--- config.mk ---
export PLATFORM = sky130hd
export DESIGN_NAME = baud_gen_frac
export DESIGN_NICKNAME = d
export VERILOG_FILES = /design/src/rtl/baud_gen_frac.sv
export SDC_FILE = /design/constraint.sdc
export NUM_CORES = 1
export LEC_CHECK = 0
export CORE_MARGIN = 2
export CORE_UTILIZATION = 40
export DETAILED_ROUTE_END_ITERATION = 10
export GPL_ROUTABILITY_DRIVEN = 0
export HOLD_SLACK_MARGIN = 0.03
export PLACE_DENSITY = 0.67
export SETUP_SLACK_MARGIN = 0.5
export SLEW_MARGIN = 10
export SYNTH_ARGS = -nofsm -noshare
export SYNTH_HDL_FRONTEND = slang
export SYNTH_SLANG_ARGS = --single-unit
--- constraint.sdc ---
create_clock -name clk -period 4.7 [get_ports clk]
set_input_delay 0.705 -clock clk [delete_from_list [all_inputs] [get_ports clk]]
set_output_delay 0.705 -clock clk [all_outputs]
set_load 0.02 [all_outputs]
--- src/rtl/baud_gen_frac.sv ---
// Fractional oversample/baud tick generator: oversample period = active_int + active_frac/2^FRAC_W
// clocks, realised by stretching selected intervals by one clock from a fractional accumulator carry.
module baud_gen_frac #(
    parameter int DIV_W            = 16,
    parameter int FRAC_W           = 8,
    parameter int OVERSAMPLE       = 16,
    parameter int DEFAULT_DIV_INT  = 27,
    parameter int DEFAULT_DIV_FRAC = 32,
    localparam int PH_W = (OVERSAMPLE > 1) ? $clog2(OVERSAMPLE) : 1
) (
    input  logic              clk,
    input  logic              rst,
    input  logic              en,
    input  logic              cfg_load,
    input  logic [DIV_W-1:0]  div_int,
    input  logic [FRAC_W-1:0] div_frac,
    output logic              os_tick,
    output logic              baud_tick,
    output logic [PH_W-1:0]   os_phase
);

    localparam logic [DIV_W-1:0]  DEF_INT  = DIV_W'(DEFAULT_DIV_INT);
    localparam logic [FRAC_W-1:0] DEF_FRAC = FRAC_W'(DEFAULT_DIV_FRAC);
    localparam logic [DIV_W-1:0]  MIN_INT  = DIV_W'(2);
    localparam logic [PH_W-1:0]   PH_LAST  = PH_W'(OVERSAMPLE - 1);

    logic [DIV_W-1:0]  active_int;
    logic [FRAC_W-1:0] active_frac;
    logic [FRAC_W-1:0] acc;
    logic              extra;
    logic [DIV_W:0]    cnt;

    logic [DIV_W:0]    period_m1;
    logic [FRAC_W:0]   acc_sum;
    logic [DIV_W-1:0]  load_int;
    logic              ival_end;
    logic              phase_last;

    // active_int is never below 2, so period_m1 cannot underflow
    assign period_m1  = {1'b0, active_int} + {{DIV_W{1'b0}}, extra} - {{DIV_W{1'b0}}, 1'b1};
    assign acc_sum    = {1'b0, acc} + {1'b0, active_frac};
    assign load_int   = (div_int < MIN_INT) ? MIN_INT : div_int;
    assign ival_end   = (cnt == period_m1);
    assign phase_last = (os_phase == PH_LAST);

    always_ff @(posedge clk or posedge rst) begin
        if (rst) begin
            active_int  <= DEF_INT;
            active_frac <= DEF_FRAC;
            cnt         <= '0;
            acc         <= '0;
            extra       <= 1'b0;
            os_phase    <= '0;
            os_tick     <= 1'b0;
            baud_tick   <= 1'b0;
        end else if (cfg_load) begin
            active_int  <= load_int;
            active_frac <= div_frac;
            cnt         <= '0;
            acc         <= '0;
            extra       <= 1'b0;
            os_phase    <= '0;
            os_tick     <= 1'b0;
            baud_tick   <= 1'b0;
        end else if (en) begin
            os_tick   <= 1'b0;
            baud_tick <= 1'b0;
            if (ival_end) begin
                cnt       <= '0;
                os_tick   <= 1'b1;
                acc       <= acc_sum[FRAC_W-1:0];
                extra     <= acc_sum[FRAC_W];
                os_phase  <= phase_last ? '0 : os_phase + 1'b1;
                baud_tick <= phase_last;
            end else begin
                cnt <= cnt + 1'b1;
            end
        end else begin
            os_tick   <= 1'b0;
            baud_tick <= 1'b0;
        end
    end

endmodule
==> flow_results.org <==
** Critical path
- The worst setup path is captured at a flop.
- Cell seen most often among critical-path stages :: ha_1
- Type of origin of the critical path :: flop
- Worst R2R End :: acc[2]
- The worst register-to-register path has a setup slack of 0.86 ns.
- The critical path in this run is classified as flop to flop.
- Largest delay share family, worst path :: simple AND/OR/NAND/NOR gates
- For this design, the slowest cell found on the critical path is or4_4.
- The number of cells on the worst reg-to-reg path is 10.
- Critical path peak fanout :: 17
- Critical Path Max Stage Delay :: 0.64 ns
- In this run the critical register-to-register path is launched from extra.
- Cell chain of the critical path :: inv_1 > ha_1 > ha_1 > nor3b_1 > nand2_1 > or3_1 > a32o_2 > or4_4 > nor2_2 > a211oi_1
- STA puts the critical path data required time at between 4 and 5 ns.
- The number of buffers and inverters on the critical path is 1.
- Data arrives at the worst endpoint at roughly 4 ns.

** Floorplanning
- Measured along the x axis, the die boundary spans around 95 µm.
- The floorplan step defined a die boundary enclosing roughly 9000 µm².
- In this run the count of I/O pins placed on the die edge is 34.
- In this run the vertical extent of the chip is 94.89 µm.
- Std cell rows :: 33
- The floorplan step defined a core boundary enclosing between 8000 and 9000 µm².
- Starting density of the core :: 40.83%

** Timing
- Tightest Pin Transition :: 0.9438 ns
- Setup violations remaining at the end of the flow were counted as 0.
- The count of pins over their slew limit came to 0.
- Summed negative setup slack over all endpoints :: 0 ns
- Clock skew :: just under 0.01 ns
- Setup repair after global routing left no endpoint under its margin.
- Tcrit/Tclk final :: 81.65%
- Hold Vio Cnt, Final :: 0
- The worst pin sits at a relative slew slack of a little over a third.
- Peak clock frequency supported by timing :: approximately 0.26 GHz
- Final min period :: 3.837 ns
- Worst hold slack :: about 0.52 ns

** Placement
- Detailed placement ended at an HPWL of between 4 and 5 mm.
- The count of buffers added on input and output ports is 33.

** Synth
- Synth Warn # :: 0
- Mapped cell area :: approximately 3300 µm²
- Adder-cell area share of the yosys netlist :: 5.150%
- Simple-gate portion of the synthesized area :: approximately 18%
- Sequential cells were found to cover between 40% and 50% of the synthesized design area.
- Synthesis produced approximately 330 cells.
- Async SR Flop Fraction :: 100.0%
- Net count of the mapped netlist :: 368
- Share of the synthesized netlist area taken by xor and xnor gates :: a little under an eighth
- Averaged over all synthesized cells, the footprint is roughly 10 µm².
- The portion of synthesized area spent on multiplexers is 7.497%.
- The most used flip-flop cell after synthesis is dfrtp_1.
- Synth top area cells :: dfrtp_1 (39%), mux2_2 (7.5%), xnor2_1 (7.4%), ha_1 (4.5%), xor2_1 (4.5%)
- Dominant combinational cell family by area after synthesis :: simple AND/OR/NAND/NOR gates
- The synthesized netlist contains 52 unique library cells.
- Area fraction in compound gates after synthesis :: 10.98%
- In this run, synthesis inferred 0 flip-flops with an integrated enable.
- The synthesized design contains 56 register bits.
- The largest total area in the synthesized netlist belongs to dfrtp_1.
- In this run the biggest area consumer among cell types represents 38.62% of the synthesized area.

** Power
- Switching power summed over all nets :: 0.0002533 W
- Combinational logic is responsible for between 10 and 15% of the overall power.
- Net switching is 25.49% of the power.
- Peak VDD IR :: 0.1444 mV
- Leak :: approximately 1.5 nW
- Power spread over the standard cell area amounts to 259.6 nW/µm².
- The internal power of the cells totals ~0.00074 W.
- The share of total power dissipated in the clock network is a little under a third.
- Share of total power in sequential cells :: between 50% and 60%

** Clocking
- The clock reaches the later pin of the worst-skew pair after about 0.31 ns.
- Post-CTS setup-driven buffer insertion count :: 0
- Gates resized during post-CTS repair numbered 0.
- The clock net in this run drives a total of 56 sinks.
- Clock tree synthesis selected as its root buffer the cell clkbuf_8.
- After clock tree synthesis, the clock-pin slew on the worst setup and hold paths is 0.10 ns.
- After clock tree synthesis, the flow added hold-fix buffers numbering 0.
- Clock tree from TritonCTS :: done
- Number of H-tree levels :: 2
- Maximum root-to-sink buffer count :: 2
- Counting the buffers created by CTS gives 5.

** Layout
- The net count of the finished layout is a little under 400.
- The multi-input combinational cells in the finished layout cover a total of 1785 µm².
- Fraction of the core area covered by cells at the end of the flow :: approximately 47%
- Share of cells above drive strength 1 :: between 10% and 20%
- Commonest non-fill, non-tap cells in the layout :: dfrtp_1 (51), clkdlybuf4s50_1 (32), xnor2_1 (28)
- Area grow syn2layout :: 15.87%
- Antenna Diode Count :: 0
- Most common cell after layout, fill and taps aside :: dfrtp_1
- Number of filler cells placed in the layout :: 783
- Area occupied by registers :: 1408 µm²

** Min path
- Hold path cells :: 2
- For hold timing, the worst endpoint is active_int[0].
- The startpoint identified for the worst hold timing path is active_int[0].
- Worst min path class :: flop to flop

** Route
- Count of nets left with antenna violations after detail routing :: 0
- Dividing the detail-routed wire length by the instance count gives around 15 µm.
- For this run, design rule violations remaining after detail routing come to 0.
- DR iter-0 viols :: roughly 110
- The first detailed-routing pass took 4 iterations.
- Routed via count :: around 2,600
- Average via count per standard cell :: approximately 5.6
- Routed Wire Length :: about 7 mm

** Global routing
- Entering global routing, the biggest net connects 59 pins.
- Total global routing track utilization :: between 10% and 20%
- Residual overflow from global routing :: 0
- The first global-routing pass estimated between 10 and 15 mm of wire.
- Via count of the first global-routing pass :: about 2,700
- The number of antenna violations at the first check in global routing came to 0.

** Flow run
- Across the run, the number of max-cap violations was 0.

** Status
- Result of the run :: finished clean
==> cell type report <==
| cell class | instances | area share (%) |
|---|---|---|
| clock buffers | 6 | 1.895 |
| clock inverters | 2 | 0.9150 |
| inverters | 11 | 1.078 |
| multi-input cells | 244 | 46.63 |
| flip-flops and latches | 56 | 36.76 |
| well taps | 105 | 3.431 |
| repair buffers | 37 | 9.281 |
==> Yosys cell counts (11+ instances only) <==
library cell and instances:
dfrtp_1 51, nor2_1 12, nand2_1 13, o21ai_0 11
inv_1 11, nand3_1 21, ha_1 12, xor2_1 17
a21oi_1 16, xnor2_1 28, nor3_1 24, mux2_2 22
==> through the flow <==
stage | power [W] | setup WS [ns] | cells | cell area [µm²]
floorplan | 0.0006407 | 1.417 | 327 | 3304
global placement | 0.0006874 | 0.9949 | 453 | 3721
detailed placement | 0.0006901 | 0.8801 | 453 | 3721
CTS | 0.001005 | 0.8645 | 461 | 3829
global route | 0.001047 | 0.5548 | 461 | 3829
finish | 0.0009940 | 0.8626 | 461 | 3829
==> worst min-delay path: cells and delay by family (launching register included) <==
kind,cells,cell delay (ns)
compound gates,1,0.09
buf+inv,1,0.06
flops,1,0.37
==> power by group through the flow <==
stage / Sequential, W / Clock, W / Combinational [W]
finish: 0.000538 / 0.000314 / 0.000142
global route: 0.000543 / 0.000347 / 0.000158
CTS: 0.000539 / 0.000323 / 0.000143
detailed placement: 0.000548 / 0 / 0.000142
global placement: 0.000547 / 0 / 0.000140
floorplan: 0.000533 / 0 / 0.000107
==> flip-flops by register name (all words and copies together) (netlist names) <==
name,count
active_frac,8
active_int,16
extra,1
acc,8
os_phase,4
cnt,17
os_tick,1
baud_tick,1
==> metal layers <==
layer,vias to the layer above,track usage (%),share of wire [%]
li1,1254,-,-
met2,41,30.08,49
met4,0,5.918,1.5
met5,-,0,0
met1,1279,21.47,47
met3,12,3.033,2.6
==> kinds of logic after synthesis <==
family,after synthesis
and+or+nand+nor,109
DFF,56
AOI/OAI and AO/OA,55
xor gates and xnor gates,45
buffers and inverters,27
muxes,22
adders and majority gates,13
==> worst max-delay path by stage <==
stage          endpoint  slack, ns   from  depth (start not counted)
2_1_floorplan   cnt[10]       1.42  extra                         12
3_3_place_gp     acc[2]       0.99  extra                         10
3_5_place_dp     acc[2]       0.88  extra                         10
4_1_cts          acc[2]       0.86  extra                         10
5_1_grt          acc[2]       0.55  extra                         10
6_report         acc[2]       0.86  extra                         10
Power figures use the tool's default switching activity.
